--- src/rtl/multicycle_sequencer.sv ---
// Multi-cycle control FSM for the RV32I core: steps fetch/decode/execute/
// memory/write-back, handshakes with both memories, keeps performance
// counters and halts on SYSTEM, illegal opcodes or memory timeouts.
//
// state     | meaning
// ----------+--------------------------------------------------------
// IDLE      | waiting for start
// FETCH     | instruction fetch, waits for imem_ready
// DECODE    | opcode class latched, illegal/SYSTEM detection
// EXECUTE   | ALU capture, branches resolve and retire here
// MEMORY    | data access, waits for dmem_ready; stores retire here
// WRITEBACK | register write and PC update
// HALT      | terminal until reset; counters frozen
module multicycle_sequencer #(
    parameter int MEM_TIMEOUT = 16,
    parameter int CNT_W       = 32
) (
    input  logic             clk,
    input  logic             reset,
    input  logic             start,
    input  logic             stop,
    input  logic [6:0]       opcode,
    input  logic             bt,
    input  logic             imem_ready,
    input  logic             dmem_ready,
    output logic             imem_req,
    output logic             ir_en,
    output logic             alu_en,
    output logic             dmem_req,
    output logic             dmem_we,
    output logic             rf_we,
    output logic [1:0]       wb_sel,
    output logic             pc_en,
    output logic [1:0]       pc_sel,
    output logic [2:0]       state,
    output logic             halted,
    output logic             illegal,
    output logic             timeout_err,
    output logic [CNT_W-1:0] cycle_count,
    output logic [CNT_W-1:0] retired_count
);

    typedef enum logic [2:0] {
        S_IDLE      = 3'd0,
        S_FETCH     = 3'd1,
        S_DECODE    = 3'd2,
        S_EXECUTE   = 3'd3,
        S_MEMORY    = 3'd4,
        S_WRITEBACK = 3'd5,
        S_HALT      = 3'd6
    } state_t;

    typedef enum logic [3:0] {
        C_R, C_I, C_LOAD, C_STORE, C_BRANCH, C_JAL, C_JALR,
        C_LUI, C_AUIPC, C_SYSTEM, C_ILLEGAL
    } cls_t;

    localparam int            WW      = $clog2(MEM_TIMEOUT + 1);
    // Wait-counter value seen during the last permitted low-ready cycle.
    localparam logic [WW-1:0] LP_LAST = WW'(MEM_TIMEOUT - 1);
    localparam logic [CNT_W-1:0] LP_ONE = {{(CNT_W-1){1'b0}}, 1'b1};

    state_t          r_state;
    state_t          w_next;
    cls_t            r_cls;
    cls_t            w_dec_cls;
    logic [WW-1:0]   r_wait;
    logic            w_wait_inc;
    logic            w_complete;
    logic            w_set_illegal;
    logic            w_set_timeout;
    logic            r_illegal;
    logic            r_timeout;
    logic [CNT_W-1:0] r_cycles;
    logic [CNT_W-1:0] r_retired;

    // Opcode class decode of the instruction register contents.
    always_comb begin
        case (opcode)
            7'b0110011: w_dec_cls = C_R;
            7'b0010011: w_dec_cls = C_I;
            7'b0000011: w_dec_cls = C_LOAD;
            7'b0100011: w_dec_cls = C_STORE;
            7'b1100011: w_dec_cls = C_BRANCH;
            7'b1101111: w_dec_cls = C_JAL;
            7'b1100111: w_dec_cls = C_JALR;
            7'b0110111: w_dec_cls = C_LUI;
            7'b0010111: w_dec_cls = C_AUIPC;
            7'b1110011: w_dec_cls = C_SYSTEM;
            default:    w_dec_cls = C_ILLEGAL;
        endcase
    end

    // Next-state and output decode; a ready in the last wait cycle wins over timeout.
    always_comb begin
        w_next        = r_state;
        w_wait_inc    = 1'b0;
        w_complete    = 1'b0;
        w_set_illegal = 1'b0;
        w_set_timeout = 1'b0;
        imem_req      = 1'b0;
        ir_en         = 1'b0;
        alu_en        = 1'b0;
        dmem_req      = 1'b0;
        dmem_we       = 1'b0;
        rf_we         = 1'b0;
        wb_sel        = 2'd0;
        pc_en         = 1'b0;
        pc_sel        = 2'd0;
        case (r_state)
            S_IDLE: begin
                if (start) w_next = S_FETCH;
            end
            S_FETCH: begin
                imem_req = 1'b1;
                if (imem_ready) begin
                    ir_en  = 1'b1;
                    w_next = S_DECODE;
                end else if (r_wait == LP_LAST) begin
                    w_next        = S_HALT;
                    w_set_timeout = 1'b1;
                end else begin
                    w_wait_inc = 1'b1;
                end
            end
            S_DECODE: begin
                case (w_dec_cls)
                    C_ILLEGAL: begin
                        w_next        = S_HALT;
                        w_set_illegal = 1'b1;
                    end
                    C_SYSTEM: w_next = S_HALT;
                    default:  w_next = S_EXECUTE;
                endcase
            end
            S_EXECUTE: begin
                alu_en = 1'b1;
                case (r_cls)
                    C_LOAD, C_STORE: w_next = S_MEMORY;
                    C_BRANCH: begin
                        pc_en      = 1'b1;
                        pc_sel     = {1'b0, bt};
                        w_complete = 1'b1;
                    end
                    default: w_next = S_WRITEBACK;
                endcase
            end
            S_MEMORY: begin
                dmem_req = 1'b1;
                dmem_we  = (r_cls == C_STORE);
                if (dmem_ready) begin
                    if (r_cls == C_STORE) begin
                        pc_en      = 1'b1;
                        w_complete = 1'b1;
                    end else begin
                        w_next = S_WRITEBACK;
                    end
                end else if (r_wait == LP_LAST) begin
                    w_next        = S_HALT;
                    w_set_timeout = 1'b1;
                end else begin
                    w_wait_inc = 1'b1;
                end
            end
            S_WRITEBACK: begin
                rf_we      = 1'b1;
                pc_en      = 1'b1;
                w_complete = 1'b1;
                case (r_cls)
                    C_LOAD:  wb_sel = 2'd1;
                    C_JAL:   begin wb_sel = 2'd2; pc_sel = 2'd2; end
                    C_JALR:  begin wb_sel = 2'd2; pc_sel = 2'd3; end
                    default: wb_sel = 2'd0;
                endcase
            end
            S_HALT: w_next = S_HALT;
            default: w_next = S_IDLE;
        endcase
        if (w_complete) w_next = stop ? S_IDLE : S_FETCH;
    end

    // State, class latch, wait counter and sticky error flags.
    always_ff @(posedge clk or negedge reset) begin
        if (!reset) begin
            r_state   <= S_IDLE;
            r_cls     <= C_R;
            r_wait    <= '0;
            r_illegal <= 1'b0;
            r_timeout <= 1'b0;
        end else begin
            r_state <= w_next;
            if (r_state == S_DECODE) r_cls <= w_dec_cls;
            if (w_next != r_state)   r_wait <= '0;
            else if (w_wait_inc)     r_wait <= r_wait + WW'(1);
            if (w_set_illegal) r_illegal <= 1'b1;
            if (w_set_timeout) r_timeout <= 1'b1;
        end
    end

    // Performance counters; both wrap naturally.
    always_ff @(posedge clk or negedge reset) begin
        if (!reset) begin
            r_cycles  <= '0;
            r_retired <= '0;
        end else begin
            if (r_state != S_IDLE && r_state != S_HALT) r_cycles <= r_cycles + LP_ONE;
            if (w_complete) r_retired <= r_retired + LP_ONE;
        end
    end

    assign state         = r_state;
    assign halted        = (r_state == S_HALT);
    assign illegal       = r_illegal;
    assign timeout_err   = r_timeout;
    assign cycle_count   = r_cycles;
    assign retired_count = r_retired;

endmodule

--- config.mk ---
export PLATFORM = sky130hd
export DESIGN_NAME = multicycle_sequencer
export DESIGN_NICKNAME = d
export VERILOG_FILES = /design/src/rtl/multicycle_sequencer.sv
export SDC_FILE = /design/constraint.sdc
export NUM_CORES = 1
export LEC_CHECK = 0
export CORE_MARGIN = 3
export CORE_UTILIZATION = 50
export CTS_CLUSTER_SIZE = 12
export DETAILED_ROUTE_END_ITERATION = 10
export HOLD_SLACK_MARGIN = 0.15
export PLACE_DENSITY_LB_ADDON = 0.12
export SLEW_MARGIN = 10
export SYNTH_ARGS = -nofsm -noshare
export SYNTH_HDL_FRONTEND = slang
export SYNTH_SLANG_ARGS = --single-unit
export TNS_END_PERCENT = 1
--- constraint.sdc ---
create_clock -name clk -period 2.8 [get_ports clk]
set_clock_uncertainty 0.1 [all_clocks]
set_input_delay 0.28 -clock clk [delete_from_list [all_inputs] [get_ports clk]]
set_output_delay 0.28 -clock clk [all_outputs]
set_load 0.01 [all_outputs]
==> results.toml <==
[run_status]
status = "finished clean"

[route]
routedWlPerCell_um = 15.0
vias_per_cell = 5.39
dr.pass1.iters = 4
drc = 0
drt_wl_total_mm = 8.77
vias = 3154
drt_iter0_drc = 108
ant_nets = 0

[yosys]
yosysSeqAreaShare_pct = 49.5
syn_nets = 396
yosys_warnings = 0
ys_top_cells_by_area = "dfrtp_1 50%, xnor2_1 11%, xor2_1 4.2%"
synthDistinctLibCells = 57
synth_top_area_share_pct = 49.5
synthCells = 378
synth_ff_type = "dfrtp_1"
synth-seq-cells = 78
avgSynthCellArea_um2 = 10.4
async_flop_share_pct = 100
synth_edf_count = 0
syn_area_um2 = 3940
synth_top_cell_by_area = "dfrtp_1"

[clocking]
worstSkewPairLatency_ns = 0.34
clk_pin_slew_worst_paths_ns = 0.08
cts.sink_count = 78
cts_tree = "yes"
cts_buffer_depth = 2
cts_max_level = 3
cts_buffers = 9
cts_setup_buffers = 0
clock_tree.root_cell = "clkbuf_8"

[pwr]
intPower_uw = 2400
p_switching_uw = 1190
leakagePower_uw = 0.00215
peakVddDrop_mv = 0.666
p_seq_share_pct = 41.8
sw_frac_of_total_pct = 33.1
power_density_nw_per_um2 = 680
pwr-share-clk_pct = 26.2
combPwrFrac_pct = 32.0

[sta]
worst_pin_slew_ns = 0.960
final.period_utilization_pct = 95.0
hold_viol_final = 0
holdWs_ns = 0.367
setup_viol = 0
min_period_ns = 2.66
fmax_mhz = 376
report.final.slew_viol_count = 0
finalWorstSetupSlack_ns = 0.141
slew_headroom_pct = 36.0

[placed_design]
post-place-ws_ns = 0.269
portBuffers = 94
gp_congestion = 0.861
place_hpwl_mm = 6.39

[global_route]
grt_max_degree = 79
busiest_layer = "met2"
track_usage_pct = 19.8
antenna_found_initial = 0
use_met3_pct = 4.22
use_met2_pct = 31.9
grt_overflow_total = 0
grt_pass1_wl_mm = 14.1
grt.met1_usage_pct = 27.1
grt_pass1_vias = 3011

[final_layout]
final_util_pct = 70.8
nets = 499
nFillCells = 599
register_area_um2 = 1960
diodes = 0
drive_gt1_share_pct = 8.85
area_growth_pct = 33.7
multi_input_area_um2 = 1930

[worst_setup_path]
reg2reg_depth = 8
critPathCaptureType = "primary output"
path_class = "register to primary output"
crit_fanout = 9
cp.arrival_ns = 2.28
critPathLaunchType = "register"
path_cells = "and4bb_2 > nand3_2 > and2_2 > inv_2 > clkdlybuf4s50_1"
crit_slowest_cell = "clkdlybuf4s50_1"
cpPeakStageDelay_ns = 0.56
crit_required_ns = 2.42

[die]
die_w_um = 94.8
fp-row-count = 31
core_area_um2 = 7450
start_util_pct = 52.9
pin_count = 95
fp.dieH_um = 94.8
dieArea_um2 = 8990

[worst_hold_path]
hold_path_depth = 1
hold_path_class = "register to register"

[flow_run]
max_cap_violations = 0
-- cells in the final DEF, fill, tap and decap left out, types with 4 or more instances in the layout --
master,synthesis,routed
a21oi_1,8,8
and2_1,8,7
and3_1,10,10
and4_1,4,4
buf_4,0,6
clkbuf_8,0,10
clkdlybuf4s50_1,0,93
dfrtp_1,78,75
ha_1,4,4
inv_1,12,12
nand2_1,31,31
nand2b_1,5,5
nand3_1,26,25
nand4_1,15,15
nor2_1,23,23
nor3_1,11,11
nor4_1,7,7
o21ai_0,6,6
xnor2_1,48,48
xor2_1,19,19
-- kinds of logic (layout without fill, tap and decap cells) --
kind of cell / Yosys count / in the layout / share of synthesized area (%)
AND/OR/NAND/NOR: 159 / 159 / 22.1
flip-flops: 78 / 78 / 49.5
XOR/XNOR: 67 / 67 / 14.9
AO/OA/AOI/OAI: 43 / 43 / 8.54
buffers and inverters: 21 / 129 / 2.06
multiplexers: 6 / 6 / 1.62
adder cells (fa/ha/maj): 4 / 4 / 1.27
-- cell usage after synthesis (2+ instances only) --
master     n
and3_1    10
o21ai_0    6
a22oi_1    2
inv_1     12
and2_1     8
nand4b_1   3
a21o_1     3
xnor2_1   48
nor3_1    11
nand2_1   31
a21boi_0   3
dfrtp_1   78
nor2_1    23
xor2_1    19
nor2b_1    2
and4_1     4
a21oi_1    8
a211oi_1   2
nor4_1     7
and3b_1    2
mux2_2     3
or3_1      2
mux2i_1    3
or4b_4     2
ha_1       4
a211o_1    2
nand2b_1   5
clkbuf_1   5
nand3_1   26
o22ai_1    2
nand4_1   15
a21oi_2    2
-- repair_timing --
item	CTS	global route
endpoints found under the setup margin	1	1
hold endpoints to repair	78	0
gates resized for setup	1	7
hold buffers	1	0
-- critical path: cells and delay by family (launching register included) --
family | cells | cell delay [ns]
simple gates | 3 | 0.79
flops | 1 | 0.44
buf+inv | 2 | 0.70
-- worst paths after layout --
path,to,startpoint,slack (ns)
max in group asynchronous,r_cls[1]$_DFFE_PN0P_,reset,1.39
hold / removal,timeout_err$_DFFE_PN0P_,timeout_err$_DFFE_PN0P_,0.37
min in group asynchronous,retired_count[31]$_DFFE_PN0P_,reset,0.51
hold reg to reg,timeout_err$_DFFE_PN0P_,timeout_err$_DFFE_PN0P_,0.37
setup / recovery,pc_en,r_cls[3]$_DFFE_PN0P_,0.14
setup reg to reg,r_wait[0]$_DFFE_PN0P_,r_wait[0]$_DFFE_PN0P_,0.38
-- layer usage --
layer	part of all wire, %	vias up
li1	-	1531
met1	47	1538
met2	48	75
met3	4.0	10
met4	1.1	0
met5	0	-
-- stage by stage --
step           TNS [ns]  std cells  power (µW)  area, µm²
4_1_cts               0        585        3590       5250
3_5_place_dp          0        568        2640       5010
3_3_place_gp          0        568        2610       5010
2_1_floorplan         0        378        2140       3940
6_report              0        585        3580       5270
5_1_grt         -0.0106        585        3790       5270
-- power groups by stage --
stage | Sequential (µW) | Clock [µW] | Combinational, µW
3_5_place_dp | 1500 | 0 | 1140
3_3_place_gp | 1490 | 0 | 1120
2_1_floorplan | 1500 | 0 | 635
6_report | 1500 | 940 | 1150
4_1_cts | 1480 | 957 | 1140
5_1_grt | 1530 | 1000 | 1260
-- layout make-up --
class	count	share of cell area, %
inverters	13	0.926
repair buffers	100	18.7
multi-input cells	279	36.7
clock buffers	11	2.68
flip-flops and latches	78	37.1
well taps	99	2.35
clock inverters	5	1.57
-- registers in the layout, indices dropped and copies added (netlist names) --
register and flops:
cycle_count 32, retired_count 32, r_wait 5, r_cls 4, state 3, illegal 1
timeout_err 1
(Power assumes the default switching activity.)
==> RTL edit: new RTL, same settings <==
Encoding of `cls_t`: now Gray code (4 bits for 11 values).
--- a/src/rtl/multicycle_sequencer.sv
+++ b/src/rtl/multicycle_sequencer.sv
@@ -51,8 +51,8 @@
     } state_t;
 
     typedef enum logic [3:0] {
-        C_R, C_I, C_LOAD, C_STORE, C_BRANCH, C_JAL, C_JALR,
-        C_LUI, C_AUIPC, C_SYSTEM, C_ILLEGAL
+        C_R = 4'b0000, C_I = 4'b0001, C_LOAD = 4'b0011, C_STORE = 4'b0010, C_BRANCH = 4'b0110, C_JAL = 4'b0111, C_JALR = 4'b0101,
+        C_LUI = 4'b0100, C_AUIPC = 4'b1100, C_SYSTEM = 4'b1101, C_ILLEGAL = 4'b1111
     } cls_t;
 
     localparam int            WW      = $clog2(MEM_TIMEOUT + 1);
Behaviour: no difference found for any inputs over 10 cycles, from zero or initial values and one cycle with reset low; not proved beyond that.
==> RTL edit against the unedited design <==
  * Design area decreased by 2.0%
  * Sequential share of layout area increased by 0.70 points
  * Sequential power decreased by 3%
  * Sequential cell count unchanged
  * Total power decreased by 5.5%
  * Wire length decreased by 4.3%
  * Setup slack improved by 0.15 ns
  * Synthesized area decreased by 0.79%
==> RTL edit: results (changes against the unedited design) <==
Critical Path Sink - pc_sel[0]
xor/xnor share of the synthesized area - 14.78% (-0.10 points)
Via Count - 3132 (-0.70%)
crit-path max cell delay - 0.53 ns (-0.03 ns)
PostCTS Resize Cnt - 0 (-1)
R2R Path Start - r_cls[3]
Mapped Nets - 397 (+0.25%)
Synth area leaders - dfrtp_1 (50%), xnor2_1 (7.6%), xor2_1 (7.2%), nor2_1 (3.9%), nand3_1 (2.8%)
Starting DRT DRC Count - 115 (+6.5%)
worst-path maximum fanout - 3 (-6)
status - finished clean
Post-Place Cells - 567 (-0.18%)
register area share after synthesis - 49.90% (+0.40 points)
DP Wirelength - 6047 um (-5.4%)
nets@finish - 498 (-0.20%)
Cell variety after synth - 53 (-7.0%)
Synth Area in Compound Gates - 8.381% (-0.16 points)
wire per inst - 14.39 um (-4.0%)
Syn Inst Count - 379 (+0.26%)
pre-CTS setup slack - 0.4482 ns (+0.1790 ns)
Finished Layout Cells - 583 (-0.34%)
gpl congestion - 0.8116 (-5.8%)
R2R Path End - retired_count[27]
first-pass GRT wire length - 14420 um (+2.4%)
static leakage - 0.002257 uW (+5.0%)
==> RTL edit: changes by cell type in the layout (fill, tap and decap cells not counted), sizes merged, moves of 3 or more <==
| cell | unedited run | this run |
|---|---|---|
| xor2 | 19 | 32 |
| and2 | 9 | 1 |
| nand2 | 31 | 27 |
| xnor2 | 48 | 34 |
| nor3 | 11 | 22 |
| inv | 13 | 20 |
| a21boi | 3 | 0 |
| nand3 | 26 | 22 |
| nor2 | 23 | 41 |
| and3 | 10 | 5 |
==> RTL edit: final cells by class <==
cell class | count | area share [%]
flip-flops and latches | 78 | 37.80
inverters | 19 | 1.380
multi-input cells | 272 | 35.69
clock inverters | 6 | 1.211
clock buffers | 9 | 2.397
well taps | 99 | 2.397
repair buffers | 100 | 19.13
==> RTL edit: worst min path at each step <==
stage / end / slack [ns] / startpoint / depth (start not counted)
after global placement: timeout_err / 0.34 / timeout_err / 1
after detailed placement: timeout_err / 0.35 / timeout_err / 1
after global routing: cycle_count[31] / 0.39 / cycle_count[31] / 1
after CTS: retired_count[31] / 0.37 / retired_count[31] / 1
after floorplan: cycle_count[0] / -0.12 / reset / 0
final: retired_count[31] / 0.37 / retired_count[31] / 1
==> RTL edit: layer usage <==
layer,share of wire [%],GRT usage (%),vias to the layer above,wire length (um)
met5,0,0,-,0
met4,0.83,5.415,0,70
met3,5.7,4.701,7,481
met2,47,32.09,85,3913
met1,47,27.76,1524,3922
li1,-,-,1516,-
==> RTL edit: power breakdown <==
group / leakage [uW] / internal [uW] / switching [uW]
Sequential: 0.00100 / 1270 / 186
Combinational: 0.00116 / 571 / 541
Clock: 0.0000992 / 407 / 407
